`src/rtl/cdf_pkg.sv`:
```
// Shared definitions for the CDF feeder: FSM state type, default widths and the
// saturating-add / scale helpers used by the accumulator.
package cdf_pkg;

  localparam int unsigned DEF_ADDR_W = 8;
  localparam int unsigned DEF_BIN_W  = 16;
  localparam int unsigned DEF_ACC_W  = 24;

  localparam logic [7:0] CDF_MAX = 8'd255;

  typedef enum logic [2:0] {
    StIdle,
    StRead,
    StAccum,
    StIssue,
    StWait,
    StWrite,
    StFin
  } cdf_state_e;

  // Saturating add at 'width' bits (width <= 32). Operands are zero-extended by the caller.
  function automatic logic [31:0] sat_add(input logic [31:0] a, input logic [31:0] b,
                                          input int unsigned width);
    logic [31:0] sum;
    logic [31:0] lim;
    sum = a + b;
    lim = (width >= 32) ? 32'hFFFF_FFFF : ((32'd1 << width) - 32'd1);
    // sum < a catches a 32-bit carry-out
    return ((sum < a) || (sum > lim)) ? lim : sum;
  endfunction

  // Right-shift the running sum and clamp to an 8-bit CDF value.
  function automatic logic [7:0] scale_cdf(input logic [31:0] sum, input int unsigned shift);
    logic [31:0] s;
    s = sum >> shift;
    return (s > {24'd0, CDF_MAX}) ? CDF_MAX : s[7:0];
  endfunction

endpackage

```
`src/rtl/cdf_feeder_if.sv`:
```
// Bus bundle between the CDF feeder and its environment (control, histogram RAM read port,
// divider handshake, LUT write port).
//   master : the feeder (drives strobes, addresses, div_cdf, LUT data, status)
//   slave  : the environment (drives start, hist_data, div_g, div_ready)
interface cdf_feeder_if #(
  parameter int unsigned ADDR_W = 8,
  parameter int unsigned BIN_W  = 16
);
  logic              start;
  logic              busy;
  logic              done;
  logic              hist_rd_en;
  logic [ADDR_W-1:0] hist_addr;
  logic [BIN_W-1:0]  hist_data;
  logic              div_enable;
  logic [7:0]        div_cdf;
  logic [7:0]        div_g;
  logic              div_ready;
  logic              lut_we;
  logic [ADDR_W-1:0] lut_addr;
  logic [7:0]        lut_data;
  logic              err;

  modport master (
    input  start, hist_data, div_g, div_ready,
    output busy, done, hist_rd_en, hist_addr, div_enable, div_cdf, lut_we, lut_addr,
           lut_data, err
  );

  modport slave (
    output start, hist_data, div_g, div_ready,
    input  busy, done, hist_rd_en, hist_addr, div_enable, div_cdf, lut_we, lut_addr,
           lut_data, err
  );
endinterface

```
`src/rtl/cdf_accum.sv`:
```
// Running cumulative-sum register for the CDF feeder.
//   clk_i, rst_ni : clock, asynchronous active-low reset
//   clear_i       : zero the accumulator (CDF output keeps its last value)
//   add_i         : add bin_i with saturation at ACC_W bits and refresh cdf_o
//   bin_i         : histogram bin count
//   cdf_o         : (new sum >> CDF_SHIFT) clamped to 255, registered
module cdf_accum
  import cdf_pkg::*;
#(
  parameter int unsigned BIN_W     = DEF_BIN_W,
  parameter int unsigned ACC_W     = DEF_ACC_W,
  parameter int unsigned CDF_SHIFT = 8
) (
  input  logic             clk_i,
  input  logic             rst_ni,
  input  logic             clear_i,
  input  logic             add_i,
  input  logic [BIN_W-1:0] bin_i,
  output logic [7:0]       cdf_o
);

  logic [ACC_W-1:0] acc_q, acc_d;
  logic [7:0]       cdf_q, cdf_d;
  logic [31:0]      sum;

  always_comb begin
    sum   = sat_add(32'(acc_q), 32'(bin_i), ACC_W);
    acc_d = acc_q;
    cdf_d = cdf_q;
    if (clear_i) begin
      acc_d = '0;
    end else if (add_i) begin
      acc_d = ACC_W'(sum);
      cdf_d = scale_cdf(sum, CDF_SHIFT);
    end
  end

  always_ff @(posedge clk_i or negedge rst_ni) begin
    if (!rst_ni) begin
      acc_q <= '0;
      cdf_q <= '0;
    end else begin
      acc_q <= acc_d;
      cdf_q <= cdf_d;
    end
  end

  assign cdf_o = cdf_q;

endmodule

```
`src/rtl/cdf_feeder.sv`:
```
// CDF feeder: on start, walks histogram bins 0..NUM_BINS-1, builds the saturating cumulative
// sum, hands each scaled 8-bit CDF value to the divider (one-cycle div_enable, div_cdf held),
// waits for div_ready and writes the returned g into the LUT at the same index.
//   clk   : clock, rising edge
//   reset : asynchronous, active-low reset
//   bus   : cdf_feeder_if.master (start/busy/done, histogram read, divider, LUT write, err)
// Optional build macro CDF_TIMEOUT_EN: adds a WAIT watchdog of TIMEOUT_CYCLES cycles; on
// expiry err is set (sticky until reset or next accepted start) and 0 is written to the LUT.
// Without it err is tied low and WAIT lasts until div_ready.
module cdf_feeder
  import cdf_pkg::*;
#(
  parameter int unsigned NUM_BINS       = 256,
  parameter int unsigned ADDR_W         = DEF_ADDR_W,
  parameter int unsigned BIN_W          = DEF_BIN_W,
  parameter int unsigned ACC_W          = DEF_ACC_W,
  parameter int unsigned CDF_SHIFT      = 8,
  parameter int unsigned TIMEOUT_CYCLES = 64
) (
  input logic          clk,
  input logic          reset,
  cdf_feeder_if.master bus
);

  if ((NUM_BINS > (1 << ADDR_W)) || (ACC_W > 32) || (TIMEOUT_CYCLES == 0)) begin : g_bad_params
    $error("cdf_feeder: unsupported parameter combination");
  end

  cdf_state_e        state_q, state_d;
  logic [ADDR_W-1:0] idx_q, idx_d;
  logic [7:0]        g_q, g_d;
  logic [7:0]        cdf;
  logic              accept;
  logic              last_bin;
  logic              timeout;

  assign accept   = (state_q == StIdle) && bus.start;
  assign last_bin = (idx_q == ADDR_W'(NUM_BINS - 1));

  cdf_accum #(
    .BIN_W    (BIN_W),
    .ACC_W    (ACC_W),
    .CDF_SHIFT(CDF_SHIFT)
  ) u_accum (
    .clk_i  (clk),
    .rst_ni (reset),
    .clear_i(accept),
    .add_i  (state_q == StAccum),
    .bin_i  (bus.hist_data),
    .cdf_o  (cdf)
  );

`ifdef CDF_TIMEOUT_EN
  localparam int unsigned TMO_W = $clog2(TIMEOUT_CYCLES + 1);

  logic [TMO_W-1:0] tmo_q, tmo_d;
  logic             err_q, err_d;

  // div_ready in the final counted cycle still wins over the timeout
  assign timeout = (state_q == StWait) && !bus.div_ready &&
                   (tmo_q == TMO_W'(TIMEOUT_CYCLES - 1));

  always_comb begin
    tmo_d = (state_q == StWait) ? tmo_q + 1'b1 : '0;
    err_d = err_q;
    if (accept) begin
      err_d = 1'b0;
    end else if (timeout) begin
      err_d = 1'b1;
    end
  end

  always_ff @(posedge clk or negedge reset) begin
    if (!reset) begin
      tmo_q <= '0;
      err_q <= 1'b0;
    end else begin
      tmo_q <= tmo_d;
      err_q <= err_d;
    end
  end
`else
  assign timeout = 1'b0;
`endif

  // State register
  always_ff @(posedge clk or negedge reset) begin
    if (!reset) begin
      state_q <= StIdle;
    end else begin
      state_q <= state_d;
    end
  end

  // Next-state logic
  always_comb begin
    state_d = state_q;
    unique case (state_q)
      StIdle:  if (bus.start) state_d = StRead;
      StRead:  state_d = StAccum;
      StAccum: state_d = StIssue;
      StIssue: state_d = StWait;  // div_ready ignored here
      StWait:  if (bus.div_ready || timeout) state_d = StWrite;
      StWrite: state_d = last_bin ? StFin : StRead;
      StFin:   state_d = StIdle;
      default: state_d = StIdle;
    endcase
  end

  // Bin index and captured divider result
  always_comb begin
    idx_d = idx_q;
    g_d   = g_q;
    if (accept) begin
      idx_d = '0;
    end else if ((state_q == StWrite) && !last_bin) begin
      idx_d = idx_q + 1'b1;
    end
    if (state_q == StWait) begin
      if (bus.div_ready) begin
        g_d = bus.div_g;
      end else if (timeout) begin
        g_d = 8'h00;
      end
    end
  end

  always_ff @(posedge clk or negedge reset) begin
    if (!reset) begin
      idx_q <= '0;
      g_q   <= '0;
    end else begin
      idx_q <= idx_d;
      g_q   <= g_d;
    end
  end

  // Outputs
  always_comb begin
    bus.busy       = 1'b0;
    bus.done       = 1'b0;
    bus.hist_rd_en = 1'b0;
    bus.div_enable = 1'b0;
    bus.lut_we     = 1'b0;
    bus.hist_addr  = idx_q;
    bus.lut_addr   = idx_q;
    bus.lut_data   = g_q;
    bus.div_cdf    = cdf;
`ifdef CDF_TIMEOUT_EN
    bus.err        = err_q;
`else
    bus.err        = 1'b0;
`endif
    unique case (state_q)
      StRead:  begin bus.busy = 1'b1; bus.hist_rd_en = 1'b1; end
      StAccum: bus.busy = 1'b1;
      StIssue: begin bus.busy = 1'b1; bus.div_enable = 1'b1; end
      StWait:  bus.busy = 1'b1;
      StWrite: begin bus.busy = 1'b1; bus.lut_we = 1'b1; end
      StFin:   bus.done = 1'b1;
      default: ;
    endcase
  end

endmodule

```
`src/flat_wrapper.sv`:
```
// flat-port wrapper written by rule: the top's interface ports become plain ports
module cdf_feeder_flat import cdf_pkg::*;
#(
  parameter int unsigned NUM_BINS       = 256,
  parameter int unsigned ADDR_W         = DEF_ADDR_W,
  parameter int unsigned BIN_W          = DEF_BIN_W,
  parameter int unsigned ACC_W          = DEF_ACC_W,
  parameter int unsigned CDF_SHIFT      = 8,
  parameter int unsigned TIMEOUT_CYCLES = 64
)
  (clk, reset, bus_start, bus_hist_data, bus_div_g, bus_div_ready, bus_busy, bus_done, bus_hist_rd_en, bus_hist_addr, bus_div_enable, bus_div_cdf, bus_lut_we, bus_lut_addr, bus_lut_data, bus_err);
  cdf_feeder_if #(.ADDR_W(ADDR_W), .BIN_W(BIN_W)) bus_i ();
  input logic clk;
  input logic reset;
  input wire logic [$bits(bus_i.start)-1:0] bus_start;
  input wire logic [$bits(bus_i.hist_data)-1:0] bus_hist_data;
  input wire logic [$bits(bus_i.div_g)-1:0] bus_div_g;
  input wire logic [$bits(bus_i.div_ready)-1:0] bus_div_ready;
  output wire logic [$bits(bus_i.busy)-1:0] bus_busy;
  output wire logic [$bits(bus_i.done)-1:0] bus_done;
  output wire logic [$bits(bus_i.hist_rd_en)-1:0] bus_hist_rd_en;
  output wire logic [$bits(bus_i.hist_addr)-1:0] bus_hist_addr;
  output wire logic [$bits(bus_i.div_enable)-1:0] bus_div_enable;
  output wire logic [$bits(bus_i.div_cdf)-1:0] bus_div_cdf;
  output wire logic [$bits(bus_i.lut_we)-1:0] bus_lut_we;
  output wire logic [$bits(bus_i.lut_addr)-1:0] bus_lut_addr;
  output wire logic [$bits(bus_i.lut_data)-1:0] bus_lut_data;
  output wire logic [$bits(bus_i.err)-1:0] bus_err;
  assign bus_i.start = bus_start;
  assign bus_i.hist_data = bus_hist_data;
  assign bus_i.div_g = bus_div_g;
  assign bus_i.div_ready = bus_div_ready;
  assign bus_busy = bus_i.busy;
  assign bus_done = bus_i.done;
  assign bus_hist_rd_en = bus_i.hist_rd_en;
  assign bus_hist_addr = bus_i.hist_addr;
  assign bus_div_enable = bus_i.div_enable;
  assign bus_div_cdf = bus_i.div_cdf;
  assign bus_lut_we = bus_i.lut_we;
  assign bus_lut_addr = bus_i.lut_addr;
  assign bus_lut_data = bus_i.lut_data;
  assign bus_err = bus_i.err;
  cdf_feeder #(.NUM_BINS(NUM_BINS), .ADDR_W(ADDR_W), .BIN_W(BIN_W), .ACC_W(ACC_W), .CDF_SHIFT(CDF_SHIFT), .TIMEOUT_CYCLES(TIMEOUT_CYCLES)) u_core (.clk(clk), .reset(reset), .bus(bus_i));
endmodule
```
`config.mk`:
```
export PLATFORM = sky130hd
export DESIGN_NAME = cdf_feeder_flat
export DESIGN_NICKNAME = d
export VERILOG_FILES = /design/src/rtl/cdf_pkg.sv /design/src/rtl/cdf_feeder_if.sv /design/src/rtl/cdf_accum.sv /design/src/rtl/cdf_feeder.sv /design/src/flat_wrapper.sv
export SDC_FILE = /design/constraint.sdc
export NUM_CORES = 1
export LEC_CHECK = 0
export BUFFER_PORTS_ARGS = -buffer_cell sky130_fd_sc_hd__clkbuf_2
export CORE_MARGIN = 8
export CORE_UTILIZATION = 25
export DETAILED_ROUTE_END_ITERATION = 12
export GPL_TIMING_DRIVEN = 0
export MAX_ROUTING_LAYER = met4
export PLACE_DENSITY = 0.4
export SETUP_SLACK_MARGIN = 0.02
export SYNTH_ARGS = -nofsm -noshare
export SYNTH_HDL_FRONTEND = slang
export SYNTH_HIERARCHICAL = 1
export SYNTH_SLANG_ARGS = --single-unit
```
`constraint.sdc`:
```
create_clock -name clk -period 9.4 [get_ports clk]
set_clock_uncertainty 0.15 [all_clocks]
set_input_delay 1.88 -clock clk [delete_from_list [all_inputs] [get_ports clk]]
set_output_delay 1.88 -clock clk [all_outputs]
set_load 0.005 [all_outputs]
```
# Word level (Yosys, flattened, before mapping)
# Index checks and enable logic that the tools add are counted.
classes:
  bitwise_logic: 1
  n_mux: 15
  add_sub_neg: 2
  n_eq_ne: 9
  n_lt_le_gt_ge: 3
  n_reduce_logical: 11
op_table:
  columns: ["operator", "count"]
  rows:
  - ["$mux W24", 2]
  - ["$gt A32 B24 Y1 const B", 1]
  - ["$lt A32 B24 Y1", 1]
  - ["$mux W32", 1]
  - ["$add A24 B16 Y25", 1]
  - ["$gt A24 B8 Y1 const B", 1]
  - ["$mux W8", 3]
  - ["$pmux W3 S6", 1]
  - ["$eq A3 B3 Y1 const B", 3]
  - ["$mux W3", 3]
  - ["$add A8 B1 Y8 const B", 1]
  - ["$eq A8 B8 Y1 const B", 1]
  - ["$eq A3 B2 Y1 const B", 2]
  - ["$reduce_and A2 Y1", 3]
  - ["$mux W1", 5]
  - ["$reduce_or A5 Y1", 1]
  - ["$ne A2 B2 Y1 const B", 2]
  - ["$reduce_bool A2 Y1", 2]
  - ["$eq A3 B1 Y1 const B", 1]
  - ["$logic_not A3 Y1", 1]
  - ["$logic_and A1 B1 Y1", 2]
  - ["$logic_not A1 Y1", 1]
  - ["$logic_or A1 B1 Y1", 1]
  - ["$not A1 Y1", 1]
totals:
  regBits: 51
  inputBits: 28
  wordCells: 46

# Logic depth before layout (Yosys ltp)
# Gate-level depths: netlist of the first run.
depth:
  word_depth: 6
  depth_mapped: 22
  mapped_depth_nobuf: 21

# Cells and area by module
# The synthesis of the first run kept the hierarchy.
modules_own_cells:
  columns: ["mod", "cells_each", "seq_area_each_um2", "instances", "area_per_inst_um2"]
  rows:
  - ["cdf_accum", 348, 800.8, 1, 2945.3]
  - ["cdf_feeder", 91, 475.5, 1, 978.4]

# Worst setup path after synthesis of the first run
# OpenSTA, ideal clock, no wires.
synth_path:
  path_type: "input to register"
  startpoint: "in bus_hist_data[5]"
  endpoint: "reg u_core.u_accum.acc_q[11]"
  path_slack_ps: 3316
  t_arrival_ps: 5784
  setup_ps: 150
  n_path_buf: 1
  cell_stages: 20
  cell_sequence: "ha_1 or3_1 o211ai_1 o21ai_0 a221o_1 a21o_1 a21o_1 a21oi_1 nor2_1 ha_1 xnor2_1 nand2b_1 nor4b_1 o2bb2ai_1 mux2i_1 o21bai_1 a211o_1 and3_4 buf_6 a211oi_2"
synth_between:
  elab_chain_cells: 6
  elab_cells_between_ends: 7
  cone_classes: "add/sub: 1; order compare: 2; mux: 3; reduce/logical: 1"
synth_rtl:
  columns: ["item", "line", "text"]
  rows:
  - ["start: declaration", "flat_wrapper.sv:16", "input wire logic [$bits(bus_i.hist_data)-1:0] bus_hist_data;"]
  - ["$add A24 B16 Y25 (*)", "cdf_pkg.sv:26", "sum = a + b;"]
  - ["$lt A32 B24 Y1 or $gt A32 B24 Y1 (tied branches)", "cdf_pkg.sv:29", "return ((sum < a) || (sum > lim)) ? lim : sum;"]
  - ["$logic_or A1 B1 Y1", "cdf_pkg.sv:29", null]
  - ["$mux W32 (*)", "cdf_pkg.sv:29", null]
  - ["$mux W24 (*)", "cdf_accum.sv:32", "end else if (add_i) begin"]
  - ["$mux W24 (*)", "cdf_accum.sv:30", "if (clear_i) begin"]
  - ["end signal: assignment", "cdf_accum.sv:40", "acc_q <= '0;"]
  - ["end signal: assignment", "cdf_accum.sv:43", "acc_q <= acc_d;"]
  - ["end: declaration", "cdf_accum.sv:22", "logic [ACC_W-1:0] acc_q, acc_d;"]
# Every way passes the cells marked *; elsewhere a longest branch is shown, timed or not. The select of a mux whose other input is x is not followed.
# A chain may end at the register's enable or synchronous reset.

# Worst setup path after layout of the first run
layout_path:
  startpoint: "in bus_hist_data[1]"
  endpoint: "reg u_core.u_accum.cdf_q[4] (netlist: u_core/u_accum/cdf_o[4])"
layout_between:
  elab_chain_cells: 6
  elab_cells_between_ends: 7
  cone_classes: "add/sub: 1; order compare: 3; mux: 2; reduce/logical: 1"
layout_rtl:
  columns: ["item", "line", "text"]
  rows:
  - ["$add A24 B16 Y25 (*)", "cdf_pkg.sv:26", null]
  - ["$lt A32 B24 Y1 or $gt A32 B24 Y1 (tied branches)", "cdf_pkg.sv:29", null]
  - ["$logic_or A1 B1 Y1", "cdf_pkg.sv:29", null]
  - ["$mux W32 (*)", "cdf_pkg.sv:29", null]
  - ["$gt A24 B8 Y1", "cdf_pkg.sv:36", "return (s > {24'd0, CDF_MAX}) ? CDF_MAX : s[7:0];"]
  - ["$mux W8 (*)", "cdf_pkg.sv:36", null]
  - ["end signal: assignment", "cdf_accum.sv:41", "cdf_q <= '0;"]
  - ["end signal: assignment", "cdf_accum.sv:44", "cdf_q <= cdf_d;"]
  - ["end: declaration", "cdf_accum.sv:23", "logic [7:0] cdf_q, cdf_d;"]
# Every way passes the cells marked *; elsewhere a longest branch is shown, timed or not.

==> results of run 1 <==
[worst max path at each step]
stage                           startpoint  slack [ns]                        to  cells past startpoint
final                     bus_hist_data[1]        2.44   u_core/u_accum/cdf_o[4]                     21
after global routing      bus_hist_data[1]        2.07   u_core/u_accum/cdf_o[4]                     21
after CTS                 bus_hist_data[1]        2.42   u_core/u_accum/cdf_o[4]                     21
after detailed placement  bus_hist_data[1]        2.13   u_core/u_accum/cdf_o[4]                     21
after global placement    bus_hist_data[1]        2.19   u_core/u_accum/cdf_o[0]                     21
after floorplan           bus_hist_data[5]        3.32  u_core/u_accum/acc_q[11]                     20
[metal layers]
layer	routed length, um	track usage (%)	up-vias	share of wire [%]
met2	4870	18.4	89	45
met1	5130	14.4	1597	47
li1	-	-	1685	-
met3	724	2.86	7	6.7
met4	81	2.21	0	0.75
met5	0	-	-	0
[registers in the layout (all words and copies together) (netlist names)]
signal and count:
u_core/bus.hist_addr 8, u_core/bus.lut_data 8, u_core/state_q 3, u_core/u_accum/acc_q 24
u_core/u_accum/cdf_o 8
[kinds of logic after synthesis]
| kind of cell | after synthesis | share of synthesized area, % |
|---|---|---|
| xor gates and xnor gates | 19 | 4.24 |
| and+or+nand+nor | 125 | 16.4 |
| DFF | 51 | 32.5 |
| adders and majority gates | 37 | 12.0 |
| muxes | 13 | 3.57 |
| other | 1 | 0.0956 |
| AOI/OAI and AO/OA | 113 | 21.9 |
| buffers and inverters | 80 | 9.28 |
[per-stage QoR]
step / setup WS [ns] / utilization (%) / instance area (um2)
4_1_cts: 2.42 / 29.9 / 4660
3_3_place_gp: 2.19 / 28.9 / 4510
6_report: 2.44 / 29.9 / 4660
2_1_floorplan: 3.32 / - / 3920
3_5_place_dp: 2.13 / 29.0 / 4520
5_1_grt: 2.07 / 29.9 / 4660
[worst reg2reg max path: stages (launching register included)]
cell and delay (ns):
dfrtp_1 0.41, ha_1 0.28, a21oi_1 0.26, o2111ai_1 0.19, o211ai_1 0.20, o21ai_0 0.28, a221o_1 0.42, a21o_1 0.20
a21o_1 0.20, a21oi_1 0.36, nor2_1 0.10, ha_1 0.34, xnor2_1 0.16, nand2b_1 0.17, nor4b_1 0.44, o2bb2ai_1 0.16
mux2i_1 0.09, o21bai_1 0.15, a211o_1 0.29, nor4b_4 0.54, a21oi_1 0.17
[where the power goes]
group	switching [W]	internal (W)
sequential	0.0000738	0.000301
combinational	0.000619	0.000453
clock	0.0000896	0.0000987
[cells in the final DEF (no fill, tap or decap), types with 5 or more instances in the layout]
master,instances
clkbuf_16,5
and3_1,8
mux2_2,8
ha_1,36
mux2i_1,5
o211ai_1,5
a211oi_1,8
xnor2_1,11
o21ai_0,13
clkbuf_1,14
xor2_1,8
nor2b_1,5
nor3_1,8
a31oi_1,6
a21o_1,5
inv_1,51
clkbuf_2,63
buf_4,10
nor2_1,47
nand3_1,12
a21oi_1,30
dfrtp_1,51
nand2_1,21
a211oi_2,18
[area by class of cell]
cell class              count  area (um2)  share of cell area, %
plain buffers              29         173                   3.71
well taps                 216         270                   5.80
multi-input cells         308        2280                   49.0
flip-flops and latches     51        1280                   27.4
repair buffers             64         323                   6.93
clock inverters             2        12.5                  0.269
inverters                  51         191                   4.11
clock buffers               6         129                   2.77
==> results.cfg, run 1 <==
[outcome]
status = finished, final reports clean

[clocking]
cts_buffer_depth = 2
cts_resized = 0
clkTransAtPathRegs_ns = 0.07
cts_tree = done
worstSkewPairLatency_ns = 0.30
post_cts_buffers = 0
cts_hold_buf = 0
cts_made_buffers = 5
cts_max_level = 2
cts_root_buf = clkbuf_16
cts.sinks = 51

[sta]
slew_viol_final = 0
slew_headroom_pct = 41.3
setup_viol = 0
finalCriticalPeriod_ns = 6.96
rsz0062_at_grt = false
fmax_ghz = 0.144
tightest_slew_ns = 0.881
post-route-period-util_pct = 74.0
hold_slack_ns = 0.356
hold_viol = 0
fin_setup_tns_ns = 0

[power]
peakVddDrop_uv = 118
p_per_area_nw_per_um2 = 351
finalPower_w = 0.00164
p_leak_nw = 2.19

[critical_path]
worst-path-buf-inv = 1
critical-path-top-delay-family = compound AO/OA/AOI/OAI gates
endpoint_kind = flop
crit_arrival_ns = 6.96
rr_startpoint = u_core/u_accum/acc_q[1]
crit_chain = clkbuf_2 > ha_1 > a21oi_1 > o2111ai_1 > o211ai_1 > o21ai_0 > a221o_1 > a21o_1 > a21o_1 > a21oi_1 > nor2_1 > ha_1 > xnor2_1 > nand2b_1 > nor4b_1 > o2bb2ai_1 > mux2i_1 > o21bai_1 > a211o_1 > nor4b_4 > a21oi_1
path_class = in -> reg
cp_common_cell = a21oi_1
slowest_delay_ns = 0.54
cp_slowest_cell = nor4b_4
cp_max_fo = 8
ff2ff_setup_slack_ns = 3.70
cp-start-kind = input pin
crit_required_ns = 9.41
worstRegToRegCells = 20
r2r-end = u_core/u_accum/cdf_o[4]

[worst_hold_path]
min_path_type = reg -> reg
whs_endpoint = u_core/bus.lut_data[6]
min_path_cells = 1
min-delay-start = u_core/bus.lut_data[6]

[finish]
fill_cells = 1693
fin_nets = 575
fin_cells = 727
area_growth_pct = 18.7
drive_gt1_share_pct = 23.7
n_antenna_cell = 0

[floorplan]
rows = 46
start_util_pct = 25.2
core-area_um2 = 15600
die_area_um2 = 20000
fp.dieW_um = 141
die_y_um = 141
num_io_pins = 66

[flow_run]
cap_violations = 0

[placed_design]
dp_hpwl_um = 8300
dp_cells = 719
routabilityCongestion = 0.816
port_buffers = 64

[synth]
synth_commonest_cells = 51 x dfrtp_1, 51 x inv_1, 47 x nor2_1
synth_cell_type_count = 53
ys_warn_count = 6
synth_cells = 439
synth_area_um2 = 3920
synth_area_per_cell_um2 = 8.94
ys_seq_area_share_pct = 32.5
synth_edf_count = 0
synth_top_area_share_pct = 32.5
ys_ff_latch = 51
synth_ff_type = dfrtp_1
synthArstFlopShare_pct = 100
synth_fp_nets = 504
ys_top_cells_by_area = dfrtp_1 33%, ha_1 11%, a211oi_2 5.7%
yosysTopAreaCell = dfrtp_1

[grt]
grtUsageTotal_pct = 11.5
antenna_found_initial = 0
grt_pass1_vias = 3391
grt_overflow = 0
grt_pass1_wl_um = 17800
grt_max_degree = 52

[routing]
wl_per_cell_um = 14.9
ant_nets = 0
viasPerCell = 4.65
drcViolationCount = 0
first_pass_iters = 4
dr.first_iter.drc_count = 130
vias = 3378
finalWirelength_um = 10800
(Power assumes the default switching activity.)
==> run 2: changes to the inputs <==
- ABC_AREA: not set -> 1
- clock period: 9.4 -> 7 ns (I/O delays scaled with it)
==> results.cfg, run 2 <==
[outcome]
status = finished, final reports clean

[synth]
synth_edf_count = 0
yosysMostFrequentCell = nand2_1
synthArstFlopShare_pct = 100
synth_cell_type_count = 46
ys_seq_area_share_pct = 30.3
synth_fp_nets = 650
synth_area_um2 = 4210
ys_ff_latch = 51
synth_commonest_cells = 131 x nand2_1, 88 x inv_1, 57 x nor2_1
synth_cells = 585
ys_top_cells_by_area = dfrtp_1 30%, nand2_1 12%, ha_1 11%
synth_top_area_share_pct = 30.3
yosysTopAreaCell = dfrtp_1
ys_warn_count = 6
synth_area_per_cell_um2 = 7.19
synth_ff_type = dfrtp_1

[worst_hold_path]
min_path_type = reg -> reg

[critical_path]
crit_arrival_ns = 4.96
cp_max_fo = 10
crit_required_ns = 7.03
r2r-end = u_core/u_accum/acc_q[8]
cp-endpoint = u_core/u_accum/acc_q[8]
path_class = in -> reg
worstRegToRegCells = 22
rr_startpoint = u_core/u_accum/acc_q[2]
startpoint = bus_hist_data[2]
ff2ff_setup_slack_ns = 2.86
cp-start-kind = input pin
endpoint_kind = flop

[routing]
vias = 3853
finalWirelength_um = 11900
dr.first_iter.drc_count = 177
viasPerCell = 4.40
first_pass_iters = 5
wl_per_cell_um = 13.6
drcViolationCount = 0
ant_nets = 0

[clocking]
post_cts_buffers = 0
cts_buffer_depth = 2
cts_max_level = 2
cts_root_buf = clkbuf_16
clkTransAtPathRegs_ns = 0.07
cts_made_buffers = 5
cts_hold_buf = 0
cts.sinks = 51
cts_tree = done
worstSkewPairLatency_ns = 0.31
cts_resized = 0

[grt]
grt_pass1_wl_um = 19700
grt_pass1_vias = 3885
grt_max_degree = 52
antenna_found_initial = 0
grt_overflow = 0
grtUsageTotal_pct = 11.7

[sta]
slew_headroom_pct = 47.3
setup_viol = 0
hold_viol = 0
post-route-period-util_pct = 70.4
fmax_ghz = 0.203
slew_viol_final = 0
tightest_slew_ns = 0.790
fin_setup_tns_ns = 0
hold_slack_ns = 0.327
rsz0062_at_grt = false
finalCriticalPeriod_ns = 4.93

[finish]
largest_reg_flops = 24
fill_cells = 1821
multi_input_area_um2 = 2440
stdcell_area_um2 = 4990
layout_commonest_cell = nand2_1
seq_area_um2 = 1280
finish.utilization_pct = 30.2
fin_nets = 720
n_antenna_cell = 0
layout_common_cells = 131 x nand2_1, 88 x inv_1, 62 x clkbuf_2
area_growth_pct = 18.6
top_register = u_core/u_accum/acc_q
drive_gt1_share_pct = 17.5

[floorplan]
fp.dieW_um = 146
core-area_um2 = 16500
rows = 47
start_util_pct = 25.5
die_area_um2 = 21200
die_y_um = 146
num_io_pins = 66

[placed_design]
port_buffers = 63
routabilityCongestion = 0.822
place_area_um2 = 4800
dp_hpwl_um = 9540

[flow_run]
cap_violations = 0

[power]
p_leak_nw = 2.67
p_per_area_nw_per_um2 = 448
peakVddDrop_uv = 115
run 2: routing by layer:
metal,global-route usage (%),wire [um],vias up
met1,15.6,6130,1772
met5,-,0,-
li1,-,-,2021
met4,2.97,131,0
met3,2.05,325,7
met2,18.0,5310,53
run 2: layout make-up:
type	count	share of cell area, %
Inverter	95	7.19
Multi-Input combinational cell	420	49.0
Tap cell	220	5.52
Sequential cell	51	25.6
Clock buffer	6	2.58
Clock inverter	2	1.20
Timing Repair Buffer	63	6.37
Buffer	19	2.58
run 2: cells by family after synthesis:
group           count (synthesis)  synth area share, %
simple gates                  277                 31.4
flops                          51                 30.3
fa+ha+maj                      37                 11.2
compound gates                 85                 11.2
buf+inv                       114                 11.6
xor+xnor                       20                 4.16
other cells                     1               0.0891
run 2: stage by stage:
step	power, W	worst slack [ns]	instances
2_1_floorplan	0.00153	2.58	585
3_3_place_gp	0.00192	1.73	868
3_5_place_dp	0.00192	1.69	868
4_1_cts	0.00227	2.01	876
5_1_grt	0.00248	1.71	876
6_report	0.00223	2.07	876
run 2: critical path, cell delays in order:
cell and delay, ns:
clkbuf_2 0.08, ha_1 0.34, nand3_1 0.10, nand2_1 0.12, a21oi_1 0.16, o21bai_1 0.34
nand4_1 0.13, nand2_1 0.15, nand3_1 0.08, nand2_1 0.12, inv_1 0.08, nor4_1 0.24
ha_1 0.34, xor2_1 0.14, a21boi_1 0.21, nand2_1 0.09, nor2_1 0.12, nand2_2 0.08
nand3_4 0.12, nand2_4 0.10, buf_6 0.17, o21ai_1 0.14, o21ai_1 0.08
run 2: how the worst min path moves through the flow:
stage | from | to | cells after the start | slack (ns)
floorplan | u_core/u_accum/acc_q[0] | u_core/u_accum/acc_q[0] | 2 | 0.30
global placement | u_core/bus.lut_data[7] | u_core/bus.lut_data[7] | 2 | 0.31
detailed placement | u_core/bus.lut_data[7] | u_core/bus.lut_data[7] | 2 | 0.32
CTS | u_core/bus.lut_data[4] | u_core/bus.lut_data[4] | 2 | 0.33
global route | u_core/bus.lut_data[1] | u_core/bus.lut_data[1] | 2 | 0.35
finish | u_core/bus.lut_data[4] | u_core/bus.lut_data[4] | 2 | 0.33
run 2: where the power goes:
| part | switching [W] | internal, W | total, W |
|---|---|---|---|
| registers | 0.0000847 | 0.000399 | 0.000484 |
| clock network | 0.000120 | 0.000205 | 0.000325 |
| logic | 0.000907 | 0.000520 | 0.00143 |
==> run 3: changes to the inputs <==
- ABC_AREA: 1 -> 0
- clock period: 7 -> 5.2 ns (I/O delays scaled with it)
==> results.cfg, run 3 (synthesis gave the netlist of run 1 again) <==
[sta]
hold_slack_ns = 0.357
setup_viol = 15
tightest_slew_ns = 0.890
rsz0062_at_grt = true
setup_slack_ns = -0.0199
post-route-period-util_pct = 100
slew_headroom_pct = 40.6
hold_viol = 0
finalCriticalPeriod_ns = 5.22
slew_viol_final = 0
fmax_ghz = 0.192

[critical_path]
cp-start-kind = input pin
crit_arrival_ns = 5.28
r2r-end = u_core/u_accum/acc_q[6]
rr_startpoint = u_core/u_accum/acc_q[0]
cp-endpoint = u_core/u_accum/acc_q[6]
path_class = in -> reg
startpoint = bus_hist_data[0]
endpoint_kind = flop
crit_chain = buf_6 > ha_4 > buf_6 > a21oi_4 > o2111ai_2 > o211ai_1 > o21ai_2 > a221o_1 > a21o_1 > a21o_1 > a21oi_4 > nor2_1 > ha_1 > xnor2_1 > nor4b_4 > o2bb2ai_1 > mux2i_1 > o21bai_1 > a211o_2 > buf_4 > and3_4 > buf_12 > a211oi_2
slowest_delay_ns = 0.39
cp_max_fo = 10
cp_slowest_cell = a221o_1
worstRegToRegCells = 22
crit_required_ns = 5.26
ff2ff_setup_slack_ns = 0.38

[routing]
finalWirelength_um = 11400
wl_per_cell_um = 15.0
wl_met3_um = 652
highest-signal-layer = met4
viasPerCell = 4.68
ant_nets = 0
wl_met2_um = 5370
drcViolationCount = 0
vias = 3563
dr.first_iter.drc_count = 124
wl_met1_um = 5270
first_pass_iters = 4

[power]
p_per_area_nw_per_um2 = 682
peakVddDrop_uv = 308
p_leak_nw = 2.46

[finish]
n_antenna_cell = 0
layout_common_cells = 62 x clkbuf_2, 51 x dfrtp_1, 50 x inv_1
layout_commonest_cell = clkbuf_2
top_register = u_core/u_accum/acc_q
finish.utilization_pct = 34.2
drive_gt1_share_pct = 37.6
area_growth_pct = 35.8
fin_nets = 609
stdcell_area_um2 = 5330
largest_reg_flops = 24

[placed_design]
routabilityCongestion = 0.846
pre_cts_slack_ns = -0.978
port_buffers = 64
dp_hpwl_um = 8170
place_area_um2 = 4530

[worst_hold_path]
min_path_type = reg -> reg
min-delay-start = u_core/bus.lut_data[6]

[clocking]
worstSkewPairLatency_ns = 0.31
cts_max_level = 2
cts_tree = done
cts_buffer_depth = 2
cts.sinks = 51
cts_made_buffers = 5
cts_root_buf = clkbuf_16
cts_hold_buf = 0
clkTransAtPathRegs_ns = 0.07

[floorplan]
num_io_pins = 66
start_util_pct = 25.2
die_y_um = 141
fp.dieW_um = 141
die_area_um2 = 20000
core-area_um2 = 15600
rows = 46

[grt]
grt_max_degree = 52
grt_pass1_vias = 3650
grtUsageTotal_pct = 12.0
grt_overflow = 0
grt_pass1_wl_um = 18700
antenna_found_initial = 0

[flow_run]
cap_violations = 0

[outcome]
violations = setup timing
status = complete, but fails checks
## run 3: changes by cell type in the layout (fill, tap and decap cells not counted), sizes merged, moves of 6 or more
cell,delta
inv,-44
nand4,-13
and3,+9
o21ai,-39
mux2,+8
clkbuf,+6
a211oi,+25
nor2,-14
buf,+38
nand3,-27
a21oi,+9
nand2,-123
## run 3: final cells by class
type / instances / area (um2)
clock inverter: 3 / 67.6
sequential: 51 / 1280
tap: 216 / 270
inverter: 51 / 191
buffer: 29 / 190
clock buffer: 5 / 125
fill: 1621 / 10300
multi-input combinational: 308 / 2590
timing repair buffer: 98 / 619
## run 3: what timing repair did
item | CTS | global route
setup buffers | 25 | 8
pin swaps | 28 | 29
endpoints found under the setup margin | 32 | 32
resized for setup | 34 | 35
cloned | 1 | 0
## run 3: worst min-delay path by stage
stage,endpoint,slack (ns),cells after the start
floorplan,u_core/u_accum/acc_q[18],0.35,1
global placement,u_core/bus.lut_data[0],0.34,1
detailed placement,u_core/bus.lut_data[6],0.34,1
CTS,u_core/bus.lut_data[6],0.36,1
global route,u_core/bus.lut_data[4],0.37,1
finish,u_core/bus.lut_data[6],0.36,1
## run 3: critical path, delay by kind of cell
kind	cells	cell delay [ns]
XOR/XNOR	1	0.31
multiplexers	1	0.17
AND/OR/NAND/NOR	3	0.37
buffers and inverters	4	0.51
adder cells (fa/ha/maj)	2	0.49
AO/OA/AOI/OAI	12	2.36
## run 3: stage by stage
| stage | power, W | instances | setup TNS [ns] |
|---|---|---|---|
| global placement | 0.00262 | 719 | -29.00 |
| floorplan | 0.00214 | 439 | 0 |
| CTS | 0.00345 | 753 | 0 |
| detailed placement | 0.00264 | 719 | -29.04 |
| global route | 0.00400 | 761 | -4.97 |
| finish | 0.00363 | 761 | -0.107 |
## run 3: per-layer routing
metal  vias up  GRT usage [%]
met5         -              -
met4         0           3.28
met3         9           3.02
met2        81           19.7
met1      1723           14.4
li1       1750              -
## run 3: where the power goes
| part | total [W] | leakage, nW | switching, W | internal [W] |
|---|---|---|---|---|
| Sequential | 0.000689 | 0.600 | 0.000144 | 0.000545 |
| Clock | 0.000442 | 0.0900 | 0.000166 | 0.000276 |
| Combinational | 0.00250 | 1.77 | 0.00132 | 0.00118 |
